`src/rtl/mips_multicycle_ctrl_pkg.sv`:
```
// Shared types and encodings for the MIPS multicycle control path.
package mips_multicycle_ctrl_pkg;

    // Controller states
    typedef enum logic [3:0] {
        FETCH  = 4'd0,
        DECODE = 4'd1,
        MEMADR = 4'd2,
        MEMRD  = 4'd3,
        MEMWB  = 4'd4,
        MEMWR  = 4'd5,
        EXEC   = 4'd6,
        ALUWB  = 4'd7,
        ADDIEX = 4'd8,
        ADDIWB = 4'd9,
        BRANCH = 4'd10,
        JUMP   = 4'd11,
        ERROR  = 4'd12
    } ctrl_state_t;

    // Opcode field IR[31:26]. This is a plain vector because illegal
    // values must be representable.
    typedef logic [5:0] opcode_t;

    localparam opcode_t OP_RTYPE = 6'b000000;
    localparam opcode_t OP_J     = 6'b000010;
    localparam opcode_t OP_BEQ   = 6'b000100;
    localparam opcode_t OP_ADDI  = 6'b001000;
    localparam opcode_t OP_LW    = 6'b100011;
    localparam opcode_t OP_SW    = 6'b101011;

    // ALU operation class handed to the ALU decoder
    typedef enum logic [1:0] {
        ADD_Op    = 2'd0,
        SUB_Op    = 2'd1,
        R_Type_Op = 2'd2,
        ERR_Op    = 2'd3
    } alu_op_t;

    // pc_src mux encodings
    localparam logic [1:0] PC_SRC_ALU    = 2'd0;
    localparam logic [1:0] PC_SRC_ALUOUT = 2'd1;
    localparam logic [1:0] PC_SRC_JUMP   = 2'd2;

    // alu_src_b mux encodings
    localparam logic [1:0] SRCB_REGB    = 2'd0;
    localparam logic [1:0] SRCB_FOUR    = 2'd1;
    localparam logic [1:0] SRCB_IMM     = 2'd2;
    localparam logic [1:0] SRCB_IMM_SH2 = 2'd3;

    // Raw per-state control word. ir_write, pc_write and done are
    // qualified by the memory handshake in the top level.
    typedef struct packed {
        logic       mem_req;
        logic       mem_we;
        logic       iord;
        logic       ir_write;
        logic       pc_write;
        logic       branch;
        logic [1:0] pc_src;
        logic       alu_src_a;
        logic [1:0] alu_src_b;
        alu_op_t    alu_op;
        logic       reg_write;
        logic       reg_dst;
        logic       mem_to_reg;
        logic       done;
        logic       err;
    } mc_ctrl_t;

endpackage

```
`src/rtl/mips_multicycle_ctrl_out_decode.sv`:
```
// Combinational state -> control word decoder for the multicycle controller.
module mips_ctrl_out_decode
    import mips_multicycle_ctrl_pkg::*;
(
    input  ctrl_state_t state,
    output mc_ctrl_t    ctrl
);

    // Moore decode: everything idle unless the state asks for it
    always_comb begin
        ctrl        = '0;
        ctrl.alu_op = ADD_Op;
        case (state)
            FETCH: begin
                ctrl.mem_req   = 1'b1;
                ctrl.iord      = 1'b0;
                ctrl.ir_write  = 1'b1;
                ctrl.pc_write  = 1'b1;
                ctrl.pc_src    = PC_SRC_ALU;
                ctrl.alu_src_a = 1'b0;
                ctrl.alu_src_b = SRCB_FOUR;
            end
            DECODE: begin
                // Branch target precomputed while the opcode is decoded
                ctrl.alu_src_a = 1'b0;
                ctrl.alu_src_b = SRCB_IMM_SH2;
            end
            MEMADR, ADDIEX: begin
                ctrl.alu_src_a = 1'b1;
                ctrl.alu_src_b = SRCB_IMM;
            end
            MEMRD: begin
                ctrl.mem_req = 1'b1;
                ctrl.iord    = 1'b1;
            end
            MEMWB: begin
                ctrl.reg_write  = 1'b1;
                ctrl.mem_to_reg = 1'b1;
                ctrl.done       = 1'b1;
            end
            MEMWR: begin
                ctrl.mem_req = 1'b1;
                ctrl.mem_we  = 1'b1;
                ctrl.iord    = 1'b1;
                ctrl.done    = 1'b1;
            end
            EXEC: begin
                ctrl.alu_src_a = 1'b1;
                ctrl.alu_src_b = SRCB_REGB;
                ctrl.alu_op    = R_Type_Op;
            end
            ALUWB: begin
                ctrl.reg_write = 1'b1;
                ctrl.reg_dst   = 1'b1;
                ctrl.done      = 1'b1;
            end
            ADDIWB: begin
                ctrl.reg_write = 1'b1;
                ctrl.done      = 1'b1;
            end
            BRANCH: begin
                ctrl.alu_src_a = 1'b1;
                ctrl.alu_src_b = SRCB_REGB;
                ctrl.alu_op    = SUB_Op;
                ctrl.branch    = 1'b1;
                ctrl.pc_src    = PC_SRC_ALUOUT;
                ctrl.done      = 1'b1;
            end
            JUMP: begin
                ctrl.pc_write = 1'b1;
                ctrl.pc_src   = PC_SRC_JUMP;
                ctrl.alu_op   = ERR_Op;
                ctrl.done     = 1'b1;
            end
            ERROR: begin
                ctrl.err = 1'b1;
            end
            default: ;
        endcase
    end

endmodule

```
`src/rtl/mips_multicycle_ctrl.sv`:
```
// Multicycle MIPS control FSM: state register, sequencing, memory
// handshake qualification and retired-instruction counter.
module mips_multicycle_ctrl
    import mips_multicycle_ctrl_pkg::*;
#(
    parameter int RETIRE_CNT_W = 32,
    parameter bit HALT_ON_ERR  = 1'b1
) (
    input  logic                    clk,
    input  logic                    rst,
    input  opcode_t                 opcode,
    input  logic                    zero,
    input  logic                    mem_ready,
    output logic                    mem_req,
    output logic                    mem_we,
    output logic                    iord,
    output logic                    ir_write,
    output logic                    pc_en,
    output logic [1:0]              pc_src,
    output logic                    alu_src_a,
    output logic [1:0]              alu_src_b,
    output alu_op_t                 alu_op,
    output logic                    reg_write,
    output logic                    reg_dst,
    output logic                    mem_to_reg,
    output logic                    instr_done,
    output logic                    err_illegal,
    output logic [RETIRE_CNT_W-1:0] retired_cnt
);

    ctrl_state_t             state_q, state_d;
    logic [RETIRE_CNT_W-1:0] retired_cnt_q, retired_cnt_d;
    mc_ctrl_t                ctrl;
    logic                    hs_ok;

    mips_ctrl_out_decode u_out_decode (
        .state (state_q),
        .ctrl  (ctrl)
    );

    // State and counter registers; reset wins over every transition
    always_ff @(posedge clk) begin
        if (rst) begin
            state_q       <= FETCH;
            retired_cnt_q <= '0;
        end else begin
            state_q       <= state_d;
            retired_cnt_q <= retired_cnt_d;
        end
    end

    // Handshake qualification, next state and counter update
    always_comb begin
        // A state that requests memory only makes progress once the
        // access completes; states without a request always progress.
        hs_ok         = !ctrl.mem_req || mem_ready;
        instr_done    = ctrl.done && hs_ok;
        retired_cnt_d = retired_cnt_q + (instr_done ? RETIRE_CNT_W'(1) : '0);
        state_d       = state_q;
        case (state_q)
            FETCH:  if (mem_ready) state_d = DECODE;
            DECODE: begin
                case (opcode)
                    OP_LW, OP_SW: state_d = MEMADR;
                    OP_RTYPE:     state_d = EXEC;
                    OP_BEQ:       state_d = BRANCH;
                    OP_ADDI:      state_d = ADDIEX;
                    OP_J:         state_d = JUMP;
                    default:      state_d = ERROR;
                endcase
            end
            MEMADR: state_d = (opcode == OP_LW) ? MEMRD : MEMWR;
            MEMRD:  if (mem_ready) state_d = MEMWB;
            EXEC:   state_d = ALUWB;
            ADDIEX: state_d = ADDIWB;
            ERROR:  state_d = HALT_ON_ERR ? ERROR : FETCH;
            default: ;
        endcase
        // Every completing state returns to fetch
        if (instr_done) state_d = FETCH;
    end

    // Output drive
    always_comb begin
        mem_req     = ctrl.mem_req;
        mem_we      = ctrl.mem_we;
        iord        = ctrl.iord;
        ir_write    = ctrl.ir_write && hs_ok;
        pc_en       = (ctrl.pc_write && hs_ok) || (ctrl.branch && zero);
        pc_src      = ctrl.pc_src;
        alu_src_a   = ctrl.alu_src_a;
        alu_src_b   = ctrl.alu_src_b;
        alu_op      = ctrl.alu_op;
        reg_write   = ctrl.reg_write;
        reg_dst     = ctrl.reg_dst;
        mem_to_reg  = ctrl.mem_to_reg;
        err_illegal = ctrl.err;
        retired_cnt = retired_cnt_q;
    end

endmodule

```
`config.mk`:
```
export PLATFORM = sky130hd
export DESIGN_NAME = mips_multicycle_ctrl
export DESIGN_NICKNAME = d
export VERILOG_FILES = /design/src/rtl/mips_multicycle_ctrl_pkg.sv /design/src/rtl/mips_multicycle_ctrl_out_decode.sv /design/src/rtl/mips_multicycle_ctrl.sv
export SDC_FILE = /design/constraint.sdc
export NUM_CORES = 1
export LEC_CHECK = 0
export ABC_AREA = 1
export BUFFER_PORTS_ARGS = -buffer_cell sky130_fd_sc_hd__buf_4
export CELL_PAD_IN_SITES_DETAIL_PLACEMENT = 1
export CELL_PAD_IN_SITES_GLOBAL_PLACEMENT = 1
export CORE_MARGIN = 5
export CORE_UTILIZATION = 30
export CTS_CLUSTER_SIZE = 10
export DETAILED_ROUTE_END_ITERATION = 8
export PLACE_DENSITY_LB_ADDON = 0.2
export REMOVE_ABC_BUFFERS = 1
export SYNTH_ARGS = -nofsm -noshare
export SYNTH_HDL_FRONTEND = slang
export SYNTH_SLANG_ARGS = --single-unit
```
`constraint.sdc`:
```
create_clock -name clk -period 2.9 [get_ports clk]
set_input_delay 0.145 -clock clk [delete_from_list [all_inputs] [get_ports clk]]
set_output_delay 0.145 -clock clk [all_outputs]
set_load 0.02 [all_outputs]
```
# Word-level counts from Yosys, hierarchy flattened
# Index checks and enable logic that the tools add are counted.
[totals]
regBits = 36
input_bits = 10
out_inout_bits = 49
word_cells = 62
[op_classes]
n_addsub = 1
n_eq_ne = 19
n_mux = 20
n_reduce_logical = 20
[op_table]
columns = ["cell", "n"]
rows = [
  ["adder 32 x 1 -> 32 bit", 1],
  ["one-hot mux 4 bit (7 select lines)", 1],
  ["equality test 4 bit (second input constant)", 5],
  ["one-hot mux 4 bit (5 select lines)", 1],
  ["equality test 4 x 3 -> 1 bit (second input constant)", 4],
  ["equality test 6 bit (second input constant)", 2],
  ["two-way mux 1 bit", 12],
  ["one-hot mux 3 bit (4 select lines)", 1],
  ["OR reduction 2 bit", 6],
  ["equality test 4 x 2 -> 1 bit (second input constant)", 2],
  ["two-way mux 4 bit", 2],
  ["nonzero test 7 bit", 1],
  ["equality test 6 x 2 -> 1 bit (second input constant)", 1],
  ["equality test 6 x 3 -> 1 bit (second input constant)", 1],
  ["equality test 6 x 4 -> 1 bit (second input constant)", 1],
  ["logical NOT 6 bit", 1],
  ["one-hot mux 2 bit (3 select lines)", 1],
  ["OR reduction 3 bit", 2],
  ["OR reduction 6 bit", 1],
  ["equality test 4 x 1 -> 1 bit (second input constant)", 1],
  ["logical AND 1 bit", 4],
  ["logical NOT 4 bit", 1],
  ["!= test 2 bit (second input constant)", 2],
  ["one-hot mux 2 bit (2 select lines)", 1],
  ["other kinds (4)", 5],
]

# Depth between registers and ports, before layout
[logic_depth]
word_depth = 8
mapped_depth = 20
mapped_depth_nobuf = 20

# By module
# A second synthesis with hierarchy kept.
[hier_totals]
cells_unflattened = 395
hier_area_um2 = 2351.0
[modules_own_cells]
columns = ["mod", "n_inst", "cells_per_inst", "area_per_inst_um2", "seq_area_each_um2"]
rows = [
  ["mips_multicycle_ctrl", 1, 349, 2165.8, 720.7],
  ["mips_ctrl_out_decode", 1, 46, 185.2, 0.0],
]

# Least setup slack after synthesis
# No wires, ideal clock.
[synth_timing]
kind = "register -> register"
startpoint = "register state_q[3]"
endpoint = "register retired_cnt_q[24], in the netlist retired_cnt[24]"
setup_ns = 0.113
arrival_time_ns = 2.693
t_required_ns = 2.787
setup_slack_ns = 0.094
stages_incl_launch_ff = 20
path_buffers = 0
synth_period_minus_slack_ns = 2.806
path_cell_list = "dfxtp_1 -> inv_1 -> nand2_1 -> inv_1 -> nand2_1 -> nand3_1 -> nand2_1 -> inv_1 -> nor2_1 -> ha_1 -> ha_1 -> nand3_2 -> nor2_4 -> nand2_4 -> nor3_4 -> inv_2 -> nor2_4 -> nand2_2 -> nor2_1 -> nor2_1"
[synth_between]
elab_chain_len = 8
word_cells_on_any_way = 17
classes_between = "1 x add/sub; 7 x eq/ne; 3 x mux; 6 x reduce/logical"
[synth_lines]
columns = ["element", "line_no", "text"]
rows = [
  ["start, declared", "mips_multicycle_ctrl.sv:31", "ctrl_state_t state_q, state_d;"],
  ["start signal, assigned", "mips_multicycle_ctrl.sv:47", "state_q <= state_d;"],
  ["equality test 4 x 2 -> 1 bit (tied with other cells)", "mips_multicycle_ctrl_out_decode.sv:13", "case (state)"],
  ["OR reduction 3 bit (no line) *", "--", ""],
  ["two-way mux 1 bit *", "mips_multicycle_ctrl_out_decode.sv:13", ""],
  ["net mem_req", "mips_multicycle_ctrl.sv:14", "output logic mem_req,"],
  ["logical NOT 1 bit *", "mips_multicycle_ctrl.sv:56", "hs_ok = !ctrl.mem_req || mem_ready;"],
  ["logical OR 1 bit *", "mips_multicycle_ctrl.sv:56", ""],
  ["logical AND 1 bit *", "mips_multicycle_ctrl.sv:57", "instr_done = ctrl.done && hs_ok;"],
  ["net instr_done", "mips_multicycle_ctrl.sv:26", "output logic instr_done,"],
  ["two-way mux 1 bit *", "mips_multicycle_ctrl.sv:58", "retired_cnt_d = retired_cnt_q + (instr_done ? RETIRE_CNT_W'(1) : '0);"],
  ["adder 32 x 1 -> 32 bit *", "mips_multicycle_ctrl.sv:58", ""],
  ["end signal, assigned", "mips_multicycle_ctrl.sv:48", "retired_cnt_q <= retired_cnt_d;"],
  ["end, declared", "mips_multicycle_ctrl.sv:32", "logic [RETIRE_CNT_W-1:0] retired_cnt_q, retired_cnt_d;"],
]
# Mark *: on every way through the listed nets, which the timed path passes. The rest lies on a longest branch.
# A chain may end at the register's enable or synchronous reset.

# Final worst setup path
[layout_timing]
startpoint = "register state_q[2]"
endpoint = "register retired_cnt_q[24], in the netlist retired_cnt[24]"
[layout_between]
elab_chain_len = 8
word_cells_on_any_way = 17
classes_between = "1 x add/sub; 7 x eq/ne; 3 x mux; 6 x reduce/logical"
[layout_lines]
columns = ["element", "line_no"]
rows = [
  ["equality test 4 x 2 -> 1 bit (tied with other cells)", "mips_multicycle_ctrl_out_decode.sv:13"],
  ["OR reduction 3 bit (no line)", "--"],
  ["two-way mux 1 bit", "mips_multicycle_ctrl_out_decode.sv:13"],
  ["logical NOT 1 bit", "mips_multicycle_ctrl.sv:56"],
  ["logical OR 1 bit", "mips_multicycle_ctrl.sv:56"],
  ["logical AND 1 bit *", "mips_multicycle_ctrl.sv:57"],
  ["two-way mux 1 bit *", "mips_multicycle_ctrl.sv:58"],
  ["adder 32 x 1 -> 32 bit *", "mips_multicycle_ctrl.sv:58"],
]
# Mark *: on every way between the ends. The rest lies on a longest branch, timed or not.

==> impl_metrics.toml <==
[cts]
cts_root_buffer = "clkbuf_8"
clk_pin_slew_ns = 0.08
cts_max_level = 2
numClockSinks = 36
cts_tree = "built"
cts_buffers = 5
clock_latency_ns = 0.30
cts_buffer_depth = 2

[sta]
worstMarginPinSlew_ns = 0.4565
max_freq_mhz = 388.8
setup_violations = 0
finClkSkew_ns = 0.01045
min_period_ns = 2.572
min_period_over_period_pct = 88.70
rsz0062_at_grt = "no"
fin_setup_tns_ns = 0
timing.slew.headroom_pct = 69.33
drv_slew = 0
timing_hold_violations_final = 0

[synthesis]
yosysUniqueCellTypes = 32
syn_avg_cell_area_sq_um = 6.228
netlist_instances = 356
ys_ff_latch = 36
synth-seq-area-share_pct = 32.51
syn_area_sq_mm = 0.002217
yosysWarnings = 0

[place]
io_buffers = 58
hpwl_um = 5980
placed_area_sq_mm = 0.002779
place_congestion = 0.8536

[job]
maxCapViolCount = 0

[grt]
grt.met1_usage_pct = 23.37
overflow = 0
grt.total_usage_pct = 16.84
grt_max_degree = 26
grt_pass1_wl_um = 12010
grt_antenna_before_repair = 0
grtUsageMet2_pct = 26.98
grt_use_met3_pct = 2.893
grt_pass1_vias = 2450
top_usage_layer = "met2"

[outcome]
status = "finished clean"

[layout]
nNetsFinal = 435
final_area_sq_mm = 0.002910
regArea_sq_um = 721.9
fillers = 980
syn_to_final_growth_pct = 31.26
antennaDiodeCount = 0
drive_gt1_share_pct = 22.57
multi_input_area_sq_mm = 0.001309

[worst_setup_path]
path_class = "register to register"
critPathRequiredTime_ns = 3.10
crit_fanout = 5
end_kind = "register"
worstSetupStartpointType = "register"
critPathArrivalTime_ns = 2.77

[power_and_ir_drop]
p_leak_uw = 0.001250
ir_drop_mv = 0.1786
power_density_mw_per_mm2 = 500.8

[routing]
antenna_left = 0
drc = 0
wire_per_inst_um = 14.18
num_vias = 2452
drt_iter0_drc = 90
via_per_inst = 4.715
routed_wl_um = 7371
firstDrtPassIters = 4

[floorplanning]
ioPinCount = 59
fp-row-count = 31
fp.coreArea_sq_mm = 0.007214
die_w_um = 95.97
die-area_sq_mm = 0.009209
die_h_um = 95.97
start_util_pct = 30.73

[min_path]
hold_path_class = "input pin to register"
## state kept, by name (all words and copies together), names as in the netlist
signal       flops
state_q          4
retired_cnt     32
## final cells by class
cell class / instances / share of cell area, %
clock buffers: 5 / 2.365
inverters: 57 / 7.352
multi-input cells: 260 / 44.97
flip-flops and latches: 36 / 24.81
well taps: 99 / 4.256
repair buffers: 63 / 16.25
## worst max-delay path, stage by stage (launching register included)
cell and delay (ns):
dfxtp_1 0.35, inv_1 0.09, nand2_2 0.11, inv_1 0.05
nand2_1 0.11, nand3_1 0.12, nand2_1 0.07, inv_1 0.06
nor2_4 0.11, ha_2 0.23, ha_4 0.16, nand3_4 0.10
nor2_4 0.18, nand2_4 0.08, nor3_4 0.22, inv_2 0.10
nor2_4 0.12, nand2_2 0.06, nor2_1 0.09, nor2_1 0.05
## power by group
group	internal (uW)	total [uW]	switching, uW
combinational	212	587	375
sequential	519	539	20.1
clock	155	331	176
total	887	1460	571
## cells in the final DEF (no fill, tap or decap), drive strengths merged, types with 2 or more instances in the layout
master	netlist	layout
nand2	85	85
nor2	65	65
buf	1	63
inv	57	57
dfxtp	36	36
a21oi	26	26
nand3	20	20
nor3	18	18
o21ai	13	13
nand4	9	9
clkbuf	2	5
or2	5	5
xnor2	3	3
nor3b	3	3
nand3b	3	3
xor2	2	2
ha	2	2
## worst paths after layout
path,from,endpoint,slack [ns],cells after the start
max,state_q[2]$_SDFFE_PP0P_,retired_cnt[24]$_SDFF_PP0_,0.33,19
min,rst,retired_cnt[0]$_SDFF_PP0_,0.23,2
max reg2reg,state_q[2]$_SDFFE_PP0P_,retired_cnt[24]$_SDFF_PP0_,0.33,19
min reg2reg,retired_cnt[31]$_SDFF_PP0_,retired_cnt[31]$_SDFF_PP0_,0.48,2
## stage by stage
stage / util, % / hold slack (ns) / power (uW) / setup WS [ns] / std cells
after global routing: 40.34 / 0.2491 / 1563 / 0.02182 / 520
final: 40.34 / 0.2297 / 1457 / 0.3278 / 520
after detailed placement: 38.52 / 0.4729 / 1134 / 0.04285 / 512
after global placement: 38.52 / 0.4596 / 1124 / 0.1571 / 512
after floorplan: - / 0.2141 / 910.0 / 0.09433 / 353
after CTS: 39.47 / 0.2230 / 1465 / 0.02307 / 517
## routing by layer
metal	vias up	routed length, um
li1	1260	-
met2	42	3298
met5	-	0
met4	0	70
met1	1143	3740
met3	7	261
## repair_timing
item	in CTS	in global routing
endpoints found under the setup margin	0	8
hold buffers	0	0
setup buffers	0	3
resized for setup	0	9
## Yosys cell counts, drive strengths merged
cell type	n	share of area [%]
nor3b	3	1.0
ha	2	1.1
nor4	1	0.28
buf	1	0.23
nand4	9	2.5
nand2	85	15
clkbuf	2	0.34
a211o	1	0.40
nor3	18	5.0
o22ai	1	0.28
dfxtp	36	33
o21a	1	0.34
a211oi	1	0.34
nand3	20	5.0
o21ai	13	2.9
nor2	65	12
xor2	2	0.79
a21oi	26	5.9
nand3b	3	1.0
xnor2	3	1.2
inv	57	9.6
or2	5	1.4
a21boi	1	0.34
## kinds of logic (layout without fill, tap and decap cells)
kind of cell	after synthesis	after routing	synth area share, %
buf+inv	60	125	10.21
simple gates	209	209	43.68
xor+xnor	5	5	1.976
compound gates	44	44	10.50
flops	36	36	32.51
fa+ha+maj	2	2	1.128
Power figures use the tool's default switching activity.
